### src/rtl/sp_unit_param.sv
// Stack-pointer unit: INC/DEC/REL arithmetic, byte-beat LOAD, and multi-byte PUSH/POP address sequencing.
// Optional macro SP_LIMIT_EN adds limit_lo/limit_hi bounds checking on PUSH/POP with a fault pulse.
module sp_unit_param #(
  parameter int                ADDR_W     = 16,
  parameter int                BYTE_W     = 8,
  parameter int                WORD_BYTES = 2,
  parameter int                STEP       = 1,
  parameter logic [ADDR_W-1:0] RESET_VAL  = 16'hFFFE
) (
  input  logic              clock,
  input  logic              reset,
  input  logic [2:0]        op,
  input  logic              op_valid,
  output logic              op_ready,
  input  logic [1:0]        src_sel,
  input  logic [BYTE_W-1:0] data_bus,
  input  logic [BYTE_W-1:0] alu_in,
  input  logic [BYTE_W-1:0] reg_file_out2,
  input  logic              byte_valid,
  input  logic              load_abort,
`ifdef SP_LIMIT_EN
  input  logic [ADDR_W-1:0] limit_lo,
  input  logic [ADDR_W-1:0] limit_hi,
  output logic              fault,
`endif
  output logic [ADDR_W-1:0] sp,
  output logic [ADDR_W-1:0] mem_addr,
  output logic              mem_valid,
  output logic              done,
  output logic              rel_h,
  output logic              rel_c
);

  // state  | meaning
  // S_IDLE | waiting for an op; INC/DEC/REL complete here in one edge
  // S_LOAD | collecting SP bytes; cnt==NB is the post-done tail cycle
  // S_PUSH | pre-decrement beats; cnt==WORD_BYTES is the post-done tail cycle
  // S_POP  | post-increment beats; same tail handling as S_PUSH
  typedef enum logic [1:0] {S_IDLE, S_LOAD, S_PUSH, S_POP} state_t;

  localparam int NB      = ADDR_W / BYTE_W;
  localparam int CNT_MAX = (NB > WORD_BYTES) ? NB : WORD_BYTES;
  localparam int CNT_W   = $clog2(CNT_MAX + 1);

  state_t              state;
  logic [CNT_W-1:0]    cnt;
  logic [ADDR_W-1:0]   temp;
  logic [BYTE_W-1:0]   b_sel;
  logic [ADDR_W-1:0]   load_word;
  logic [ADDR_W-1:0]   rel_ext;
  logic [BYTE_W:0]     rel_sum;
  logic [4:0]          rel_nib;
  logic                push_reject;
  logic                pop_reject;

  assign op_ready = (state == S_IDLE);

  always_comb begin
    case (src_sel)
      2'd1:    b_sel = alu_in;
      2'd2:    b_sel = reg_file_out2;
      default: b_sel = data_bus;
    endcase
  end

  // Current beat merged into the buffered slots; on the final beat this is the new SP.
  always_comb begin
    load_word = temp;
    for (int i = 0; i < NB; i++) begin
      if (cnt == CNT_W'(i)) load_word[i*BYTE_W +: BYTE_W] = b_sel;
    end
  end

  assign rel_ext = ADDR_W'($signed(b_sel));
  assign rel_sum = {1'b0, sp[BYTE_W-1:0]} + {1'b0, b_sel};
  assign rel_nib = {1'b0, sp[3:0]} + {1'b0, b_sel[3:0]};

`ifdef SP_LIMIT_EN
  logic [ADDR_W:0] push_low;
  logic [ADDR_W:0] pop_high;
  // Extra top bit catches the borrow/carry so a wrapped address counts as a violation.
  assign push_low    = {1'b0, sp} - (ADDR_W+1)'(WORD_BYTES);
  assign pop_high    = {1'b0, sp} + (ADDR_W+1)'(WORD_BYTES - 1);
  assign push_reject = push_low[ADDR_W] || (push_low[ADDR_W-1:0] < limit_lo);
  assign pop_reject  = (pop_high > {1'b0, limit_hi});
`else
  assign push_reject = 1'b0;
  assign pop_reject  = 1'b0;
`endif

  always_ff @(posedge clock or negedge reset) begin
    if (!reset) begin
      state     <= S_IDLE;
      sp        <= RESET_VAL;
      temp      <= '0;
      cnt       <= '0;
      mem_addr  <= '0;
      mem_valid <= 1'b0;
      done      <= 1'b0;
      rel_h     <= 1'b0;
      rel_c     <= 1'b0;
`ifdef SP_LIMIT_EN
      fault     <= 1'b0;
`endif
    end else begin
      done      <= 1'b0;
      mem_valid <= 1'b0;
`ifdef SP_LIMIT_EN
      fault     <= 1'b0;
`endif
      case (state)
        S_IDLE: begin
          if (op_valid) begin
            case (op)
              3'd1: sp <= sp + ADDR_W'(STEP);
              3'd2: sp <= sp - ADDR_W'(STEP);
              3'd3: begin
                state <= S_LOAD;
                cnt   <= '0;
              end
              3'd4: begin
                sp    <= sp + rel_ext;
                rel_c <= rel_sum[BYTE_W];
                rel_h <= rel_nib[4];
              end
              3'd5: begin
                if (push_reject) begin
`ifdef SP_LIMIT_EN
                  fault <= 1'b1;
`endif
                end else begin
                  sp        <= sp - 1'b1;
                  mem_addr  <= sp - 1'b1;
                  mem_valid <= 1'b1;
                  cnt       <= CNT_W'(1);
                  done      <= (WORD_BYTES == 1);
                  state     <= S_PUSH;
                end
              end
              3'd6: begin
                if (pop_reject) begin
`ifdef SP_LIMIT_EN
                  fault <= 1'b1;
`endif
                end else begin
                  sp        <= sp + 1'b1;
                  mem_addr  <= sp;
                  mem_valid <= 1'b1;
                  cnt       <= CNT_W'(1);
                  done      <= (WORD_BYTES == 1);
                  state     <= S_POP;
                end
              end
              default: ;
            endcase
          end
        end
        S_LOAD: begin
          if (cnt == CNT_W'(NB) || load_abort) begin
            state <= S_IDLE;
            cnt   <= '0;
          end else if (byte_valid) begin
            temp <= load_word;
            cnt  <= cnt + 1'b1;
            if (cnt == CNT_W'(NB - 1)) begin
              sp   <= load_word;
              done <= 1'b1;
            end
          end
        end
        S_PUSH, S_POP: begin
          if (cnt == CNT_W'(WORD_BYTES)) begin
            state <= S_IDLE;
            cnt   <= '0;
          end else begin
            mem_valid <= 1'b1;
            cnt       <= cnt + 1'b1;
            done      <= (cnt == CNT_W'(WORD_BYTES - 1));
            if (state == S_PUSH) begin
              sp       <= sp - 1'b1;
              mem_addr <= sp - 1'b1;
            end else begin
              sp       <= sp + 1'b1;
              mem_addr <= sp;
            end
          end
        end
        default: state <= S_IDLE;
      endcase
    end
  end

endmodule

### config.mk
export PLATFORM = sky130hd
export DESIGN_NAME = sp_unit_param
export DESIGN_NICKNAME = d
export VERILOG_FILES = /design/src/rtl/sp_unit_param.sv
export SDC_FILE = /design/constraint.sdc
export NUM_CORES = 1
export LEC_CHECK = 0
export ABC_AREA = 0
export CORE_UTILIZATION = 45
export CTS_BUF_LIST = sky130_fd_sc_hd__clkbuf_8
export CTS_CLUSTER_DIAMETER = 100
export DETAILED_ROUTE_END_ITERATION = 8
export DONT_BUFFER_PORTS = 1
export MAX_ROUTING_LAYER = met4
export PLACE_DENSITY = 0.64
export SLEW_MARGIN = 10
export SYNTH_ARGS = -nofsm -noshare
export SYNTH_HDL_FRONTEND = slang
export SYNTH_SLANG_ARGS = --single-unit
export TNS_END_PERCENT = 100
### constraint.sdc
create_clock -name clock -period 3.5 [get_ports clock]
set_clock_uncertainty 0.2 [all_clocks]
set_input_delay 0.7 -clock clock [delete_from_list [all_inputs] [get_ports clock]]
set_output_delay 0.7 -clock clock [all_outputs]
set_load 0.03 [all_outputs]
# [After elaboration in Yosys (flattened, before gate mapping)]
# Cells that the tools add are included.
[op_classes] n_addsub=6 n_eq_ne=25 mux=36 bitwise=1 n_reduce_logical=14
[ops] cell="$mux 16" n=9
[ops] cell="$pmux 16 s3" n=2
[ops] cell="$pmux 16 s2" n=2
[ops] cell="$pmux 2 s3" n=3
[ops] cell="$add 16x1->16 const B" n=1
[ops] cell="$add 16x16->16" n=1
[ops] cell="$mux 8" n=2
[ops] cell="$pmux 8 s2" n=1
[ops] cell="$sub 16x1->16 const B" n=1
[ops] cell="$mux 2" n=7
[ops] cell="$ne 2x2->1 const B" n=7
[ops] cell="$add 8x8->9" n=1
[ops] cell="$eq 3x3->1 const B" n=3
[ops] cell="$reduce_and 3->1" n=3
[ops] cell="$eq 2x2->1 const B" n=4
[ops] cell="$reduce_and 4->1" n=2
[ops] cell="$reduce_or 2->1" n=4
[ops] cell="$mux 1" n=7
[ops] cell="$eq 2x1->1 const B" n=3
[ops] cell="$eq 3x2->1 const B" n=2
[ops] cell="$reduce_and 6->1" n=1
[ops] cell="$add 4x4->5" n=1
[ops] cell="$logic_not 2->1" n=2
[ops] cell="$ne 4x1->1 const B" n=1
[ops] cell="other kinds (12)" n=12
[totals] ff_bits=56 input_bits=34 output_inout_bits=37 word_cells=91

# [Longest topological paths before layout]
[logic_depth] word_depth=7 depth_mapped=15

# [Worst setup path after synthesis]
# Ideal clock, no wire load.
[synth_timing] kind="input to register" start="input port src_sel[0]" end="register sp[11]" t_arrival_ns=3.548 t_required_ns=3.217 slack_ns=-0.332 cell_stages=12 path_cell_list="inv_1 -> ha_1 -> clkbuf_1 -> o21ai_0 -> ha_1 -> and2_1 -> a311o_1 -> o2111a_1 -> a211oi_2 -> xor2_1 -> o221ai_1 -> a221o_1"
[synth_via] elab_chain_len=7 elab_cells_between_ends=11 classes_between="1 x add/sub; 2 x eq/ne; 8 x mux"
[synth_lines] element="from (decl)" line="15" source="input logic [1:0] src_sel,"
[synth_lines] element="$eq 2x2->1 or $eq 2x1->1 (tied branches)" line="59" source="case (src_sel)"
[synth_lines] element="$pmux 8 s2 (*)" line="59"
[synth_lines] element="parallel branches: the longest is 4 deep, another holds $add 16x16->16"
[synth_lines] element="$pmux 16 s3 (*)" line="111" source="case (state)"
[synth_lines] element="to (signal assigned)" line="115" source="3'd1: sp <= sp + ADDR_W'(STEP);"
[synth_lines] element="to (signal assigned)" line="116" source="3'd2: sp <= sp - ADDR_W'(STEP);"
[synth_lines] element="to (signal assigned)" line="166" source="sp <= load_word;"
[synth_lines] element="to (decl)" line="26" source="output logic [ADDR_W-1:0] sp,"
# Mark *: on every way between the ends. The select of a mux whose other input is x is not followed.
# A chain may end at the register's enable or synchronous reset.

# [Worst setup path in the final report]
[layout_timing] start="input port src_sel[1]" end="register sp[12]"
# Same word-level chain as after synthesis.

==> metrics.md <==
| Metric | Value |
|---|---|
| Critical path launch point type | primary input |
| Leak pwr | 2.35 nW |
| F_max | 312 MHz |
| Critical path endpoint category | register |
| Yosys warning count | 0 |
| Final non-filler cell total | 788 |
| Drt pass-1 iters | 7 |
| Total GRT Usage | 30.7% |
| CP max stage delay | around 380 ps |
| CP Launch Point | src_sel[1] |
| H-tree lvl count | 2 |
| Final Hold Vio Count | 0 |
| Routability cong. | approximately 0.97 |
| Crit path depth | 15 |
| Pwr dens | 981 nW/um2 |
| Port bufs | 0 |
| Via/cell ratio | 6.46 |
| Main synth FF type | dfrtp_1 |
| Area Growth Syn to Fin | 11.5% |
| Core ar. | 10,900 um2 |
| First DRT Iteration DRCs | around 490 |
| Post-Route WL | 16.9 mm |
| Cell Rows | 38 |
| N_diodes | 0 |
| Post CTS Setup Buffer Count | 0 |
| Die ar. | 11,800 um2 |
| CP bufs+invs | 3 |
| Die Y | between 100 and 150 um |
| RR Endpoint | sp[11] |
| Synth top area share | 20.1% |
| Mean Syn Cell Area | 8.11 um2 |
| End of the critical path | sp[12] |
| CP arrival | about 3300 ps |
| First-pass GRT wire length | approximately 27 mm |
| Final critical-path share of the clock period | 91.6% |
| R2R cell count | 8 |
| Worst-path fanout max | 8 |
| Crit path cell chain | inv_1, ha_1, a22oi_1, o21ai_1, ha_1, inv_1, fa_1, nand2b_1, a21oi_1, o31a_1, buf_4, nand4_1, o21ai_0, nor2_1, a31oi_1 |
| Number of fill cells | 1,048 |
| Synth area leaders | dfrtp_1 (20%), dfstp_2 (7.7%), ha_1 (6.6%) |
| R2R Setup Slk | 360 ps |
| EDFF count, synth | 0 |
| Mapped Area | 5100 um2 |
| CTS Buffer Depth | 2 |
| Worst-margin pin slew | 631 ps |
| Initial Util | 46.6% |
| Clk_lat worst skew | 330 ps |
| Unrepaired setup endpoints after global routing | no |
| Initial antenna violation count | 0 |
| Top Ports | 71 |
| Clock buffer count from CTS | 5 |
| Post-synthesis sequential area ratio | 27.9% |
| Routed vias | 5,093 |
| Status | complete, no violations |
| Critical path's slowest cell | fa_1 |
| WL per Instance | around 21 um |
| Dpl cells | 778 |
| Grt ovf | 0 |
| Synth cell types | 70 |
| Minimum clock period | 3200 ps |
| HP Class | primary input to asynchronous set/reset pin |
| DP HPWL | 12.4 mm |
| Seq cells post-synth | 56 |
| Final Setup Violations | 0 |
| Post-synthesis cell count | 629 |
| Largest net degree at the start of global routing | 54 |
| Residual DRC | 0 |
| Root buffer cell | clkbuf_8 |
| Post-route ant nets | 0 |
| Worst setup path category | primary input to register |
| TritonCTS clock tree | done |
| Share of cells above drive strength 1 | 17.9% |
| Syn_nets | a little under 700 |
| Worst vdd ir | 0.478 mV |
| Worst slew margin | between 50% and 60% |
| Most used standard cell by instance count after synthesis | nand2_1 |
| Req. time, crit path | ~3600 ps |
| Nets@finish | 709 |
| Commonest cells post-synth | nand2_1 (75), nor2_1 (56), o21ai_0 (49) |
| Cell taking the most area after synthesis | dfrtp_1 |
| Layout Utilization | 52.0% |
| Clock Pin Slew Worst Setup and Hold Paths | 110 ps |
| Final Slew Violations | 0 |
| Post-synth ARST share | 100% |
| CP top delay family | compound AO/OA/AOI/OAI gates |
| Die W | 108 um |
| Reg2reg start | sp[0] |
| Vias in the first global route | 4,822 |
| CTS Sinks | 56 |
| MaxCap Viol Count | 0 |
==> metal layers <==
| layer | track usage [%] | share of wire (%) | up-vias |
|---|---|---|---|
| met5 | - | 0 | - |
| met4 | 10.3 | 2.8 | 0 |
| met3 | 5.61 | 10 | 30 |
| met2 | 46.1 | 45 | 296 |
| met1 | 41.3 | 42 | 2413 |
| li1 | - | - | 2354 |
==> sequential cells by signal, indices dropped and copies added, names as in the netlist <==
name,count
state,2
mem_valid,1
mem_addr,16
cnt,2
rel_h,1
rel_c,1
temp,16
done,1
sp,16
==> kinds of logic (layout without fill, tap and decap cells) <==
kind of cell             after synthesis  count (layout)  share of synthesized area [%]
XOR/XNOR                              43              43                           7.39
AO/OA/AOI/OAI                        187             187                           25.1
adder cells (fa/ha/maj)               28              28                           7.02
multiplexers                          37              37                           7.78
buffers and inverters                 63              82                           4.93
flip-flops                            56              56                           27.9
AND/OR/NAND/NOR                      215             215                           20.0
==> placed cells by master, fill, tap and decap left out, types with 16 or more instances in the layout <==
cell type  Yosys  routed
a21oi_1       26      26
mux2i_1       16      16
inv_1         16      16
nor2_1        56      56
buf_4          0      54
dfrtp_1       41      41
o21ai_0       49      44
mux2_2        21      21
xor2_1        21      21
xnor2_1       22      22
nor3_1        19      19
nand2_1       75      75
ha_1          27      25
==> how the worst min path moves through the flow <==
stage               startpoint         to
floorplan                reset     cnt[0]
global placement         reset   state[1]
detailed placement       reset  mem_valid
CTS                      reset     sp[12]
global route             reset   temp[10]
finish                   reset    temp[4]
==> worst register-to-register path, stage by stage, from the launching register on <==
cell      delay [ps]
dfrtp_1          420
buf_4            190
or3_4            430
or3_1            560
or3_1            500
nor2_1           110
nor3_1            60
a311oi_1         440
a221o_1          180
==> power by group <==
part           switching (mW)  internal (mW)
logic                    1.97           1.41
registers               0.791           1.03
clock network           0.241          0.144
total                    3.00           2.58
==> timing repair <==
action / in CTS / in global routing
hold buffers: 1 / 1
endpoints found under the hold margin: 53 / 3
setup endpoints to repair: 0 / 4
gates resized for setup: 0 / 2
==> area by class of cell <==
class	instances	area (um2)	area share [%]
inverter	18	67.6	1.19
clock inverter	3	22.5	0.396
tap	140	175	3.08
timing repair buffer	56	443	7.79
multi-input combinational	510	3490	61.3
sequential	56	1420	25.0
clock buffer	5	68.8	1.21
==> metrics by stage <==
stage	power [mW]	worst slack (ps)	hold slack, ps	setup TNS, ps	instance area, um2
final	5.58	295	13.5	0	5680
after global routing	5.97	14.6	26.5	0	5680
after CTS	5.52	204	2.87	0	5670
after detailed placement	5.09	-121	206	-424	5550
after global placement	5.04	-16.4	206	-24.6	5550
after floorplan	3.99	34.5	204	0	5160
No activity file was read; power rests on OpenSTA's default activity.
